$ cat src/rtl/switch_allocator.sv
// Router switch allocator.
//
// Collects route-reserve requests from every input port, arbitrates each output port
// round-robin, holds a reservation until the owning input relieves it, and drives the
// crossbar select lines. All outputs come straight from flops.
//
// Ports:
//   clk, rst                   clock; asynchronous active-high reset
//   routeReserveRequestValid   per input: request pending
//   routeReserveRequest        per input: target output index, slice i at [i*REQUEST_WIDTH +:]
//   routeRelieve               per input: one-cycle pulse releasing the held output
//   routeReserveStatus         per input: one-cycle grant pulse
//   outputBusy                 per output: reserved
//   outputOwner                per output: owning input index (crossbar select)
//   inputHolds                 per input: currently owns an output
//   grantCount                 per output saturating grant counter, only with
//                              SWITCH_ALLOC_GRANT_COUNT_EN defined
module switch_allocator #(
    parameter int unsigned PORTS         = 5,
    parameter int unsigned REQUEST_WIDTH = 3,
    parameter int unsigned CNT_WIDTH     = 16
) (
    input  logic                           clk,
    input  logic                           rst,
    input  logic [PORTS-1:0]               routeReserveRequestValid,
    input  logic [PORTS*REQUEST_WIDTH-1:0] routeReserveRequest,
    input  logic [PORTS-1:0]               routeRelieve,
    output logic [PORTS-1:0]               routeReserveStatus,
    output logic [PORTS-1:0]               outputBusy,
    output logic [PORTS*REQUEST_WIDTH-1:0] outputOwner,
    output logic [PORTS-1:0]               inputHolds
`ifdef SWITCH_ALLOC_GRANT_COUNT_EN
    ,
    output logic [PORTS*CNT_WIDTH-1:0]     grantCount
`endif
);

    typedef enum logic {StFree, StReserved} out_state_e;

    out_state_e               state_q  [PORTS];
    out_state_e               state_d  [PORTS];
    logic [REQUEST_WIDTH-1:0] owner_q  [PORTS];
    logic [REQUEST_WIDTH-1:0] owner_d  [PORTS];
    logic [REQUEST_WIDTH-1:0] rr_ptr_q [PORTS];
    logic [REQUEST_WIDTH-1:0] rr_ptr_d [PORTS];
    logic [PORTS-1:0]         holds_q, holds_d;
    logic [PORTS-1:0]         status_q, status_d;
    logic [PORTS-1:0]         elig     [PORTS];

    // elig[o][i]: input i may win output o this cycle. The status mask keeps a requester
    // whose valid is still high during its own grant pulse from being granted twice.
    always_comb begin
        for (int o = 0; o < PORTS; o++) begin
            elig[o] = '0;
            for (int i = 0; i < PORTS; i++) begin
                elig[o][i] = routeReserveRequestValid[i] && !holds_q[i] && !status_q[i] &&
                             (routeReserveRequest[i*REQUEST_WIDTH +: REQUEST_WIDTH] ==
                              REQUEST_WIDTH'(o));
            end
        end
    end

    always_comb begin
        logic                     found;
        logic [REQUEST_WIDTH-1:0] win;
        logic [PORTS-1:0]         win_oh;

        state_d  = state_q;
        owner_d  = owner_q;
        rr_ptr_d = rr_ptr_q;
        holds_d  = holds_q;
        status_d = '0;
        found    = 1'b0;
        win      = '0;
        win_oh   = '0;

        // Release: the owner's relieve frees its output at the next edge.
        for (int o = 0; o < PORTS; o++) begin
            if (state_q[o] == StReserved) begin
                for (int i = 0; i < PORTS; i++) begin
                    if (owner_q[o] == REQUEST_WIDTH'(i) && routeRelieve[i] && holds_q[i]) begin
                        state_d[o] = StFree;
                        holds_d[i] = 1'b0;
                    end
                end
            end
        end

        // Grant: only outputs Free in the registered state compete, so an output being
        // released this cycle is not re-granted until the following one.
        for (int o = 0; o < PORTS; o++) begin
            found  = 1'b0;
            win    = '0;
            win_oh = '0;
            if (state_q[o] == StFree) begin
                // First pass covers indices at/above the pointer, second pass wraps to 0.
                for (int i = 0; i < PORTS; i++) begin
                    if (!found && REQUEST_WIDTH'(i) >= rr_ptr_q[o] && elig[o][i]) begin
                        found     = 1'b1;
                        win       = REQUEST_WIDTH'(i);
                        win_oh[i] = 1'b1;
                    end
                end
                for (int i = 0; i < PORTS; i++) begin
                    if (!found && elig[o][i]) begin
                        found     = 1'b1;
                        win       = REQUEST_WIDTH'(i);
                        win_oh[i] = 1'b1;
                    end
                end
            end
            if (found) begin
                state_d[o]  = StReserved;
                owner_d[o]  = win;
                rr_ptr_d[o] = (win == REQUEST_WIDTH'(PORTS - 1)) ? '0 : win + 1'b1;
                holds_d     = holds_d | win_oh;
                status_d    = status_d | win_oh;
            end
        end
    end

    always_ff @(posedge clk or posedge rst) begin
        if (rst) begin
            for (int o = 0; o < PORTS; o++) begin
                state_q[o]  <= StFree;
                owner_q[o]  <= '0;
                rr_ptr_q[o] <= '0;
            end
            holds_q  <= '0;
            status_q <= '0;
        end else begin
            for (int o = 0; o < PORTS; o++) begin
                state_q[o]  <= state_d[o];
                owner_q[o]  <= owner_d[o];
                rr_ptr_q[o] <= rr_ptr_d[o];
            end
            holds_q  <= holds_d;
            status_q <= status_d;
        end
    end

    always_comb begin
        outputBusy  = '0;
        outputOwner = '0;
        for (int o = 0; o < PORTS; o++) begin
            outputBusy[o]                                  = (state_q[o] == StReserved);
            outputOwner[o*REQUEST_WIDTH +: REQUEST_WIDTH] = owner_q[o];
        end
    end

    assign routeReserveStatus = status_q;
    assign inputHolds         = holds_q;

`ifdef SWITCH_ALLOC_GRANT_COUNT_EN
    logic [CNT_WIDTH-1:0] cnt_q [PORTS];
    logic [CNT_WIDTH-1:0] cnt_d [PORTS];

    // A Free -> Reserved transition is exactly one grant for that output.
    always_comb begin
        for (int o = 0; o < PORTS; o++) begin
            cnt_d[o] = cnt_q[o];
            if (state_q[o] == StFree && state_d[o] == StReserved && cnt_q[o] != '1) begin
                cnt_d[o] = cnt_q[o] + 1'b1;
            end
        end
    end

    always_ff @(posedge clk or posedge rst) begin
        if (rst) begin
            for (int o = 0; o < PORTS; o++) begin
                cnt_q[o] <= '0;
            end
        end else begin
            for (int o = 0; o < PORTS; o++) begin
                cnt_q[o] <= cnt_d[o];
            end
        end
    end

    always_comb begin
        grantCount = '0;
        for (int o = 0; o < PORTS; o++) begin
            grantCount[o*CNT_WIDTH +: CNT_WIDTH] = cnt_q[o];
        end
    end
`endif

endmodule

$ cat config.mk
export PLATFORM = sky130hd
export DESIGN_NAME = switch_allocator
export DESIGN_NICKNAME = d
export VERILOG_FILES = /design/src/rtl/switch_allocator.sv
export SDC_FILE = /design/constraint.sdc
export NUM_CORES = 1
export LEC_CHECK = 0
export CAP_MARGIN = 30
export CELL_PAD_IN_SITES_DETAIL_PLACEMENT = 1
export CELL_PAD_IN_SITES_GLOBAL_PLACEMENT = 2
export CORE_MARGIN = 5
export CORE_UTILIZATION = 33
export CTS_BUF_LIST = sky130_fd_sc_hd__clkbuf_4
export CTS_CLUSTER_DIAMETER = 120
export DETAILED_ROUTE_END_ITERATION = 8
export HOLD_SLACK_MARGIN = 0.1
export PLACE_DENSITY_LB_ADDON = 0.05
export REMOVE_ABC_BUFFERS = 1
export SYNTH_ARGS = -nofsm -noshare
export SYNTH_HDL_FRONTEND = slang
export SYNTH_SLANG_ARGS = --single-unit
export TNS_END_PERCENT = 10
$ cat constraint.sdc
create_clock -name clk -period 3.9 [get_ports clk]
set_clock_uncertainty 0.2 [all_clocks]
set_input_delay 0.78 -clock clk [delete_from_list [all_inputs] [get_ports clk]]
set_output_delay 0.78 -clock clk [all_outputs]
set_load 0.05 [all_outputs]
==> summary.txt, run 1 <==
Run status
  – Outcome: finished, final reports clean

Power
  – Max VDD drop: between 0.0004 and 0.0005 V
  – Part of the power in registers: 32.4%
  – Clock power frac: 11.5%
  – Switching pwr: 1.76 mW
  – P_leak: approximately 2.1 nW
  – PwrDens: 656 nW/um2
  – Combinational share of power: between 50% and 60%
  – P_int: ~1.6 mW
  – Sw Share: a little over half

Floorplan
  – Die footprint: roughly 14000 um2
  – IO Count: 57
  – Die height: 119 um
  – Core Area: around 12000 um2
  – Die X: approximately 120 um
  – Initial Utilization: around a third
  – Row count: 39

Timing
  – Final Cycle Share: 91.9%
  – Setup TNS Final: 0 ns
  – Post-layout minimum cycle time: approximately 3.6 ns
  – # setup viols final: 0
  – Final Max Slew Viols: 0
  – Worst Tran Pin Value: 0.650 ns
  – RSZ-0062 raised after global routing: false
  – Fmax: 279 MHz
  – Slew headroom: between 50 and 60%
  – Hold Vio Cnt, Final: 0

Global route
  – Largest net degree at the start of global routing: 38
  – Grt total ovfl: 0
  – Global-route wire length before repair: roughly 26000 um
  – Total Routing Usage GR: roughly 23%
  – Initial antenna violation count: 1
  – Number of global-route vias before repair: 4562

Placed design
  – Count of input and output buffers: 56
  – Gpl congestion: between 0.9 and 1
  – HPWL Detailed: between 10000 and 15000 um
  – Area post-placement: ~5000 um2

Yosys
  – Commonest cells post-synth: nand2_1, nor2_1, dfrtp_1
  – Mux share of post-synthesis cell area: under 10%
  – FFs w/ async S/R, synth: between 90% and 100%
  – Synth Flop Type: dfrtp_1
  – Synthesized cell area: 3920 um2
  – Post-Syn Area per Cell: between 7 and 8 um2
  – Yosys warns: 0
  – Post-Synth XOR/XNOR Area: 0%
  – Synth top area cells: dfrtp_1, nand2_1, nor2_1
  – Synth Area in Simple Gates: a little under two fifths
  – Post-synthesis compound-gate area fraction: between 20% and 30%
  – Seq cells post-synth: 45
  – Most common cell in the netlist: nand2_1
  – Syn Inst Count: ~500
  – Post-synthesis sequential area ratio: 28.7%
  – Largest family of logic cells by synthesized area: simple AND/OR/NAND/NOR gates
  – Share of the synthesized area in the top cell type: 28.7%
  – Number of flops mapped to enable cells by yosys: 0
  – Synth area leader: dfrtp_1
  – Post-Synth Adder-Cell Area: under 10%
  – Library cells used by synthesis: 71

Setup path
  – CP arrival: approximately 3.7 ns
  – Worst Path Max Fanout: 2
  – Critical Path Sink Type: flip-flop
  – Crit path launch type: input pin
  – Reg2Reg Depth: 9
  – Worst path required time: around 4 ns
  – Worst reg2reg path endpoint: rr_ptr_q[8]
  – Worst reg2reg setup slack: between 0.6 and 0.7 ns
  – Crit path kind: in -> reg
  – Worst r2r src: inputHolds[2]

Clock network
  – Setup Fix Bufs, Post-CTS: 0
  – Clk sinks: 45
  – TritonCTS clock tree: done
  – CTS H-tree depth: 2
  – CTS root buffer: clkbuf_4
  – Clk slew on worst S/H paths: about 0.16 ns
  – TritonCTS Buffers: 5
  – Resized cells post-CTS: 0
  – Hold_buf cts: 0
  – Later-pin clock latency in the skew report: slightly below 0.4 ns
  – Clock Path Buffers: 2

Layout
  – Layout area overhead: 29.4%
  – Register area: 1130 um2
  – Layout cell share with drive strength beyond 1: around 15%
  – Fill cell count: roughly 1400
  – Post-layout nets: about 640
  – Post-route cell area: 5080 um2
  – Multi-input gate area: about 2600 um2

Routing
  – Routed len/inst: around 22 um
  – Via density per instance: just under 6
  – DRC: 0
  – Post-route ant nets: 0
  – Vias: roughly 4400
  – Pre-antenna DRT Iters: 4
  – Wirelength, routed: roughly 16000 um
  – Initial DRC Count: roughly 290

Min path
  – Worst Hold Class: in -> async

Job
  – Maxcap violations: 0
sequential cells by signal (all words and copies together) (netlist names):
register,flops
inputHolds,5
outputBusy,5
outputOwner,15
routeReserveStatus,5
rr_ptr_q,15
critical path, cell delays in order:
cell	delay [ns]
clkdlybuf4s50_1	0.44
or4b_4	0.55
or4_1	0.48
a21oi_1	0.15
or3_1	0.11
a31oi_1	0.05
or2_2	0.32
ha_1	0.21
or4_1	0.53
o211ai_1	0.09
how the worst max path moves through the flow:
stage                                  startpoint           to  depth (start not counted)
final                     routeReserveRequest[12]  rr_ptr_q[8]                         10
after floorplan           routeReserveRequest[12]  rr_ptr_q[8]                          9
after global routing       routeReserveRequest[5]  rr_ptr_q[5]                         12
after detailed placement  routeReserveRequest[12]  rr_ptr_q[8]                         10
after CTS                 routeReserveRequest[12]  rr_ptr_q[8]                         10
after global placement    routeReserveRequest[12]  rr_ptr_q[8]                         10
kinds of logic after synthesis:
| group | count (synthesis) |
|---|---|
| multiplexers | 7 |
| AO/OA/AOI/OAI | 128 |
| flip-flops | 45 |
| AND/OR/NAND/NOR | 274 |
| buffers and inverters | 37 |
| adder cells (fa/ha/maj) | 10 |
power by group through the flow:
stage	logic, mW	registers (mW)	clock network, mW
after floorplan	0.754	1.39	0
after global placement	1.83	1.07	0
after detailed placement	1.86	1.08	0
after CTS	1.87	1.07	0.391
after global routing	2.02	1.12	0.408
final	1.87	1.08	0.383
per-stage QoR:
stage	std cells	hold slack (ns)	utilization, %	power, mW	setup WS (ns)
detailed placement	735	0.384	43.2	2.94	-0.0874
global placement	734	0.368	43.0	2.90	-0.0112
finish	744	0.409	44.1	3.33	0.316
CTS	743	0.404	44.1	3.34	0.333
global route	744	0.410	44.1	3.55	0.147
floorplan	487	0.364	-	2.14	0.468
routing by layer:
layer / vias up / global-route usage [%] / routed length [um]
met5: - / 0 / 0
met1: 2204 / 32.0 / 7520
met4: 0 / 4.85 / 162
met3: 9 / 2.46 / 613
met2: 92 / 38.9 / 7760
li1: 2091 / - / -
placed cells by master, fill, tap and decap left out, types with 9 or more instances in the layout:
| master | synthesis | layout |
|---|---|---|
| or2_2 | 11 | 11 |
| nor2b_1 | 9 | 9 |
| nand2_1 | 70 | 70 |
| nand4_1 | 13 | 13 |
| o21ai_0 | 25 | 25 |
| a21o_1 | 10 | 10 |
| a21oi_1 | 12 | 12 |
| dfrtp_1 | 45 | 45 |
| nand3_1 | 30 | 30 |
| inv_1 | 22 | 21 |
| a31oi_1 | 11 | 11 |
| clkdlybuf4s50_1 | 0 | 56 |
| o211ai_1 | 9 | 9 |
| nor2_1 | 52 | 52 |
| ha_1 | 10 | 10 |
| nor3_1 | 18 | 18 |
| buf_4 | 1 | 48 |
final cells by class:
type	count	area share, %
Tap cell	143	3.52
Antenna cell	1	0.0493
Clock inverter	3	1.28
Multi-Input combinational cell	419	52.0
Timing Repair Buffer	105	18.5
Sequential cell	45	22.2
Inverter	23	1.70
Clock buffer	5	0.739
No activity file was read; power rests on OpenSTA's default activity.
==> run 2, diff against run 1 <==
- CORE_MARGIN: 5 -> unset
==> summary.txt, run 2 (synthesis results as in run 1) <==
Routing
  – Wirelength, routed: 15400 um
  – Vias: between 4000 and 5000
  – Initial DRC Count: 274
  – Pre-antenna DRT Iters: 7
  – Routed len/inst: approximately 21 um
  – Via density per instance: 5.97
  – DRC: 8
  – Post-route ant nets: 0

Timing
  – Slew headroom: 52.6%
  – Fmax: around 280 MHz
  – Worst Tran Pin Value: between 0.7 and 0.8 ns
  – Setup TNS Final: 0 ns
  – Worst Slack Setup Final: 0.318 ns
  – Post-layout minimum cycle time: about 3.6 ns
  – RSZ-0062 raised after global routing: false
  – Final Cycle Share: about nine tenths
  – Hold Vio Cnt, Final: 0
  – # setup viols final: 0
  – Final Max Slew Viols: 0

Global route
  – Total Routing Usage GR: 25.9%
  – Grt total ovfl: 0
  – Initial antenna violation count: 1
  – Number of global-route vias before repair: around 4600
  – Global-route wire length before repair: 24900 um
  – Largest net degree at the start of global routing: 35

Clock network
  – TritonCTS clock tree: done
  – Clock Path Buffers: 2
  – Hold_buf cts: 0
  – Setup Fix Bufs, Post-CTS: 0
  – TritonCTS Buffers: 5
  – Later-pin clock latency in the skew report: slightly below 0.4 ns
  – Clk slew on worst S/H paths: around 0.15 ns
  – CTS H-tree depth: 2
  – Clk sinks: 45
  – CTS root buffer: clkbuf_4
  – Resized cells post-CTS: 0

Power
  – P_leak: between 2 and 2.5 nW
  – Max VDD drop: 0.000427 V
  – PwrDens: roughly 630 nW/um2
  – Total Power Consumption: between 3 and 4 mW

Job
  – Maxcap violations: 0

Floorplan
  – Row count: 39
  – IO Count: between 50 and 60
  – Die footprint: between 10000 and 15000 um2
  – Die X: about 110 um
  – Initial Utilization: roughly 34%
  – Die height: roughly 110 um
  – Core Area: between 10000 and 15000 um2

Placed design
  – Place WS: -0.102 ns
  – Count of input and output buffers: 56
  – Area post-placement: roughly 4900 um2
  – Gpl congestion: 0.874
  – HPWL Detailed: roughly 13000 um

Layout
  – Layout area overhead: 27.6%
  – Most frequent cells in the layout: nand2_1, clkdlybuf4s50_1, nor2_1
  – Post-layout nets: between 600 and 700
  – Post-route cell area: 5010 um2
  – Layout cell share with drive strength beyond 1: between 10% and 20%
  – Most common cell after layout, fill and taps aside: nand2_1

Setup path
  – Worst Path Max Fanout: 2
  – Worst r2r src: inputHolds[2]
  – Crit path launch type: input pin
  – Crit path from: routeReserveRequest[12]
  – Crit path kind: in -> reg
  – Worst path required time: between 4 and 5 ns
  – Critical Path Sink Type: flip-flop
  – CP arrival: approximately 3.7 ns

Min path
  – Worst Hold Class: in -> async

Run status
  – Failing checks: DRC
  – Outcome: complete, but fails checks
## run 2: cell types whose count changed in the layout (fill, tap and decap cells not counted)
cell,previous run,this run
buf_4,48,45
bufinv_16,2,0
clkinv_2,1,2
clkinvlp_4,0,1
## run 2: layout make-up
class | count | area (um2)
Timing Repair Buffer | 102 | 918
Sequential cell | 45 | 1130
Inverter | 23 | 86.3
Fill cell | 1429 | 6510
Antenna cell | 1 | 2.50
Tap cell | 143 | 179
Multi-Input combinational cell | 419 | 2640
Clock inverter | 3 | 17.5
Clock buffer | 5 | 37.5
## run 2: per-layer routing
| metal | vias up | wire [um] | GRT usage, % |
|---|---|---|---|
| li1 | 2083 | - | - |
| met1 | 2209 | 7310 | 34.8 |
| met3 | 23 | 491 | 2.19 |
| met4 | 0 | 403 | 8.92 |
| met5 | - | 0 | 0 |
| met2 | 106 | 7220 | 43.8 |
## run 2: path summary, 6_finish.rpt
path,end,slack [ns],cells after the start
min reg2reg,outputOwner[5],0.43,2
min,routeReserveStatus[3],0.43,2
max reg2reg,rr_ptr_q[2],0.60,9
max in group asynchronous,rr_ptr_q[0],2.58,3
max,rr_ptr_q[8],0.32,10
min in group clk,outputOwner[5],0.43,2
## run 2: through the flow
step / hold slack (ns) / util (%) / std cells
6_report: 0.431 / 43.5 / 741
5_1_grt: 0.452 / 43.5 / 741
4_1_cts: 0.430 / 43.5 / 740
3_5_place_dp: 0.395 / 43.0 / 732
3_3_place_gp: 0.370 / 42.8 / 731
2_1_floorplan: 0.364 / - / 487
## run 2: critical path, cell delays in order
cell and delay, ns:
clkdlybuf4s50_1 0.42, or4b_4 0.54, or4_1 0.47, a21oi_1 0.14, or3_1 0.12, a31oi_1 0.05, or2_2 0.33, ha_1 0.21
or4_1 0.53, o211ai_1 0.10
## run 2: report_power, final
group / switching [mW] / internal (mW)
Combinational: 1.14 / 0.715
Sequential: 0.416 / 0.648
Clock: 0.175 / 0.0683
Total: 1.73 / 1.43
==> run 3, diff against run 2 <==
- ABC_AREA: unset -> 1
- CORE_UTILIZATION: 33 -> 31
==> summary.txt, run 3 <==
Power
  – P_leak: 2.58 nW
  – PwrDens: just under 600 nW/um2
  – Max VDD drop: 0.000196 V

Yosys
  – Synth Flop Type: dfrtp_1
  – Commonest cells post-synth: nand2_1, inv_1, nand3_1
  – Most common cell in the netlist: nand2_1
  – Library cells used by synthesis: 41
  – Seq cells post-synth: 45
  – Number of flops mapped to enable cells by yosys: 0
  – Post-Syn Area per Cell: approximately 6.7 um2
  – Synth top area cells: dfrtp_1, nand2_1, inv_1
  – Share of the synthesized area in the top cell type: approximately 29%
  – Post-synthesis sequential area ratio: about 29%
  – Synth area leader: dfrtp_1
  – FFs w/ async S/R, synth: 100%
  – Yosys warns: 0
  – Syn Inst Count: just under 600
  – Synthesized cell area: around 4000 um2

Clock network
  – Later-pin clock latency in the skew report: 0.39 ns
  – Clock Path Buffers: 2
  – Setup Fix Bufs, Post-CTS: 0
  – Clk slew on worst S/H paths: 0.16 ns
  – CTS root buffer: clkbuf_4
  – Hold_buf cts: 0
  – TritonCTS Buffers: 5
  – Clk sinks: 45
  – TritonCTS clock tree: done
  – CTS H-tree depth: 2
  – Resized cells post-CTS: 0

Timing
  – Final Max Slew Viols: 0
  – Final Cycle Share: roughly four fifths
  – Post-layout minimum cycle time: between 3 and 4 ns
  – Fmax: 318 MHz
  – Slew headroom: around two thirds
  – Hold Vio Cnt, Final: 0
  – RSZ-0062 raised after global routing: false
  – Worst Tran Pin Value: between 0.5 and 0.6 ns
  – Setup TNS Final: 0 ns
  – # setup viols final: 0

Setup path
  – Crit path kind: in -> reg
  – Crit path from: routeReserveRequest[9]
  – Worst path required time: slightly above 4 ns
  – Worst Path Max Fanout: 5
  – CP arrival: between 3 and 4 ns
  – Critical Path Sink Type: flip-flop
  – Crit path launch type: input pin
  – Worst r2r src: inputHolds[2]

Global route
  – Number of global-route vias before repair: approximately 4400
  – Global-route wire length before repair: 23700 um
  – Total Routing Usage GR: around a quarter
  – Largest net degree at the start of global routing: 27
  – Grt total ovfl: 0
  – Initial antenna violation count: 0

Floorplan
  – Die height: between 100 and 150 um
  – Die footprint: around 13000 um2
  – Core Area: ~12000 um2
  – Die X: around 110 um
  – Initial Utilization: about a third
  – IO Count: 57
  – Row count: 40

Routing
  – DRC: 0
  – Pre-antenna DRT Iters: 4
  – Wire length on met2: 7410 um
  – Vias: between 4000 and 5000
  – Max layer used: met4
  – Post-route ant nets: 0
  – Wirelength, routed: approximately 15000 um
  – Routed wl met3: ~570 um
  – Routed len/inst: about 18 um
  – Metal-1 WL: between 6000 and 7000 um
  – Via density per instance: between 5 and 6
  – Initial DRC Count: 214

Layout
  – Core Util, Final: approximately two fifths
  – Antenna cell count: 0
  – Post-layout nets: roughly 700
  – Most common cell after layout, fill and taps aside: nand2_1
  – Layout area overhead: 22.5%
  – Most frequent cells in the layout: nand2_1, inv_1, nand3_1
  – Layout cell share with drive strength beyond 1: 13.2%

Min path
  – HP Start: rr_ptr_q[2]
  – Worst Hold Class: reg -> reg

Job
  – Maxcap violations: 0

Run status
  – Outcome: finished, final reports clean

Placed design
  – HPWL Detailed: 12500 um
  – Gpl congestion: approximately 0.96
  – Count of input and output buffers: 56
[run 3: area by class of cell]
cell class / count / area, um2
fill: 1630 / 7370
inverter: 108 / 408
sequential: 45 / 1130
timing repair buffer: 62 / 618
multi-input combinational: 435 / 2400
clock inverter: 3 / 41.3
clock buffer: 5 / 37.5
tap: 168 / 210
[run 3: power by group]
group / switching (mW) / internal, mW / total [mW]
clock: 0.185 / 0.133 / 0.318
combinational: 1.17 / 0.514 / 1.68
sequential: 0.236 / 0.630 / 0.866
total: 1.59 / 1.28 / 2.87
[run 3: final timing paths]
| path | to | slack, ns | depth (start not counted) |
|---|---|---|---|
| max | rr_ptr_q[7] | 0.76 | 16 |
| min | rr_ptr_q[2] | 0.33 | 2 |
| max reg2reg | rr_ptr_q[7] | 1.02 | 14 |
| min reg2reg | rr_ptr_q[2] | 0.33 | 2 |
| max in group asynchronous | outputOwner[4] | 2.45 | 3 |
| min in group asynchronous | rr_ptr_q[2] | 0.52 | 2 |
[run 3: logic make-up after synthesis]
kind of cell | count (synthesis) | share of synthesized area [%]
simple gates | 357 | 46.8
compound gates | 68 | 10.7
buf+inv | 112 | 10.8
fa+ha+maj | 10 | 3.17
flops | 45 | 28.5
[run 3: metrics by stage]
step                      power, mW  worst slack, ns  cell area (um2)  std cells  hold WS [ns]
after global placement         2.55            0.331             4740        817         0.294
after CTS                      2.89            0.729             4840        826         0.331
after global routing           3.04            0.544             4840        826         0.377
final                          2.87            0.759             4840        826         0.328
after detailed placement       2.56            0.303             4760        818         0.291
after floorplan                1.91             1.19             3930        588         0.264
[run 3: worst max-delay path, stage by stage]
cell and delay (ns):
clkdlybuf4s50_1 0.56, inv_1 0.14, nand2_1 0.08, nor2_1 0.04, nand2_1 0.11, inv_1 0.08, nand2_1 0.16, nand4_4 0.15
o31ai_1 0.33, nor2_1 0.08, nand2_1 0.07, nand2_1 0.12, ha_1 0.26, a21oi_2 0.17, nand2_1 0.09, o21ai_2 0.06
[run 3: routing by layer]
metal  track usage (%)  up-vias
met5                 0        -
met4              5.02        0
met3              3.53       14
met2              42.0       73
met1              30.4     2081
li1                  -     2117
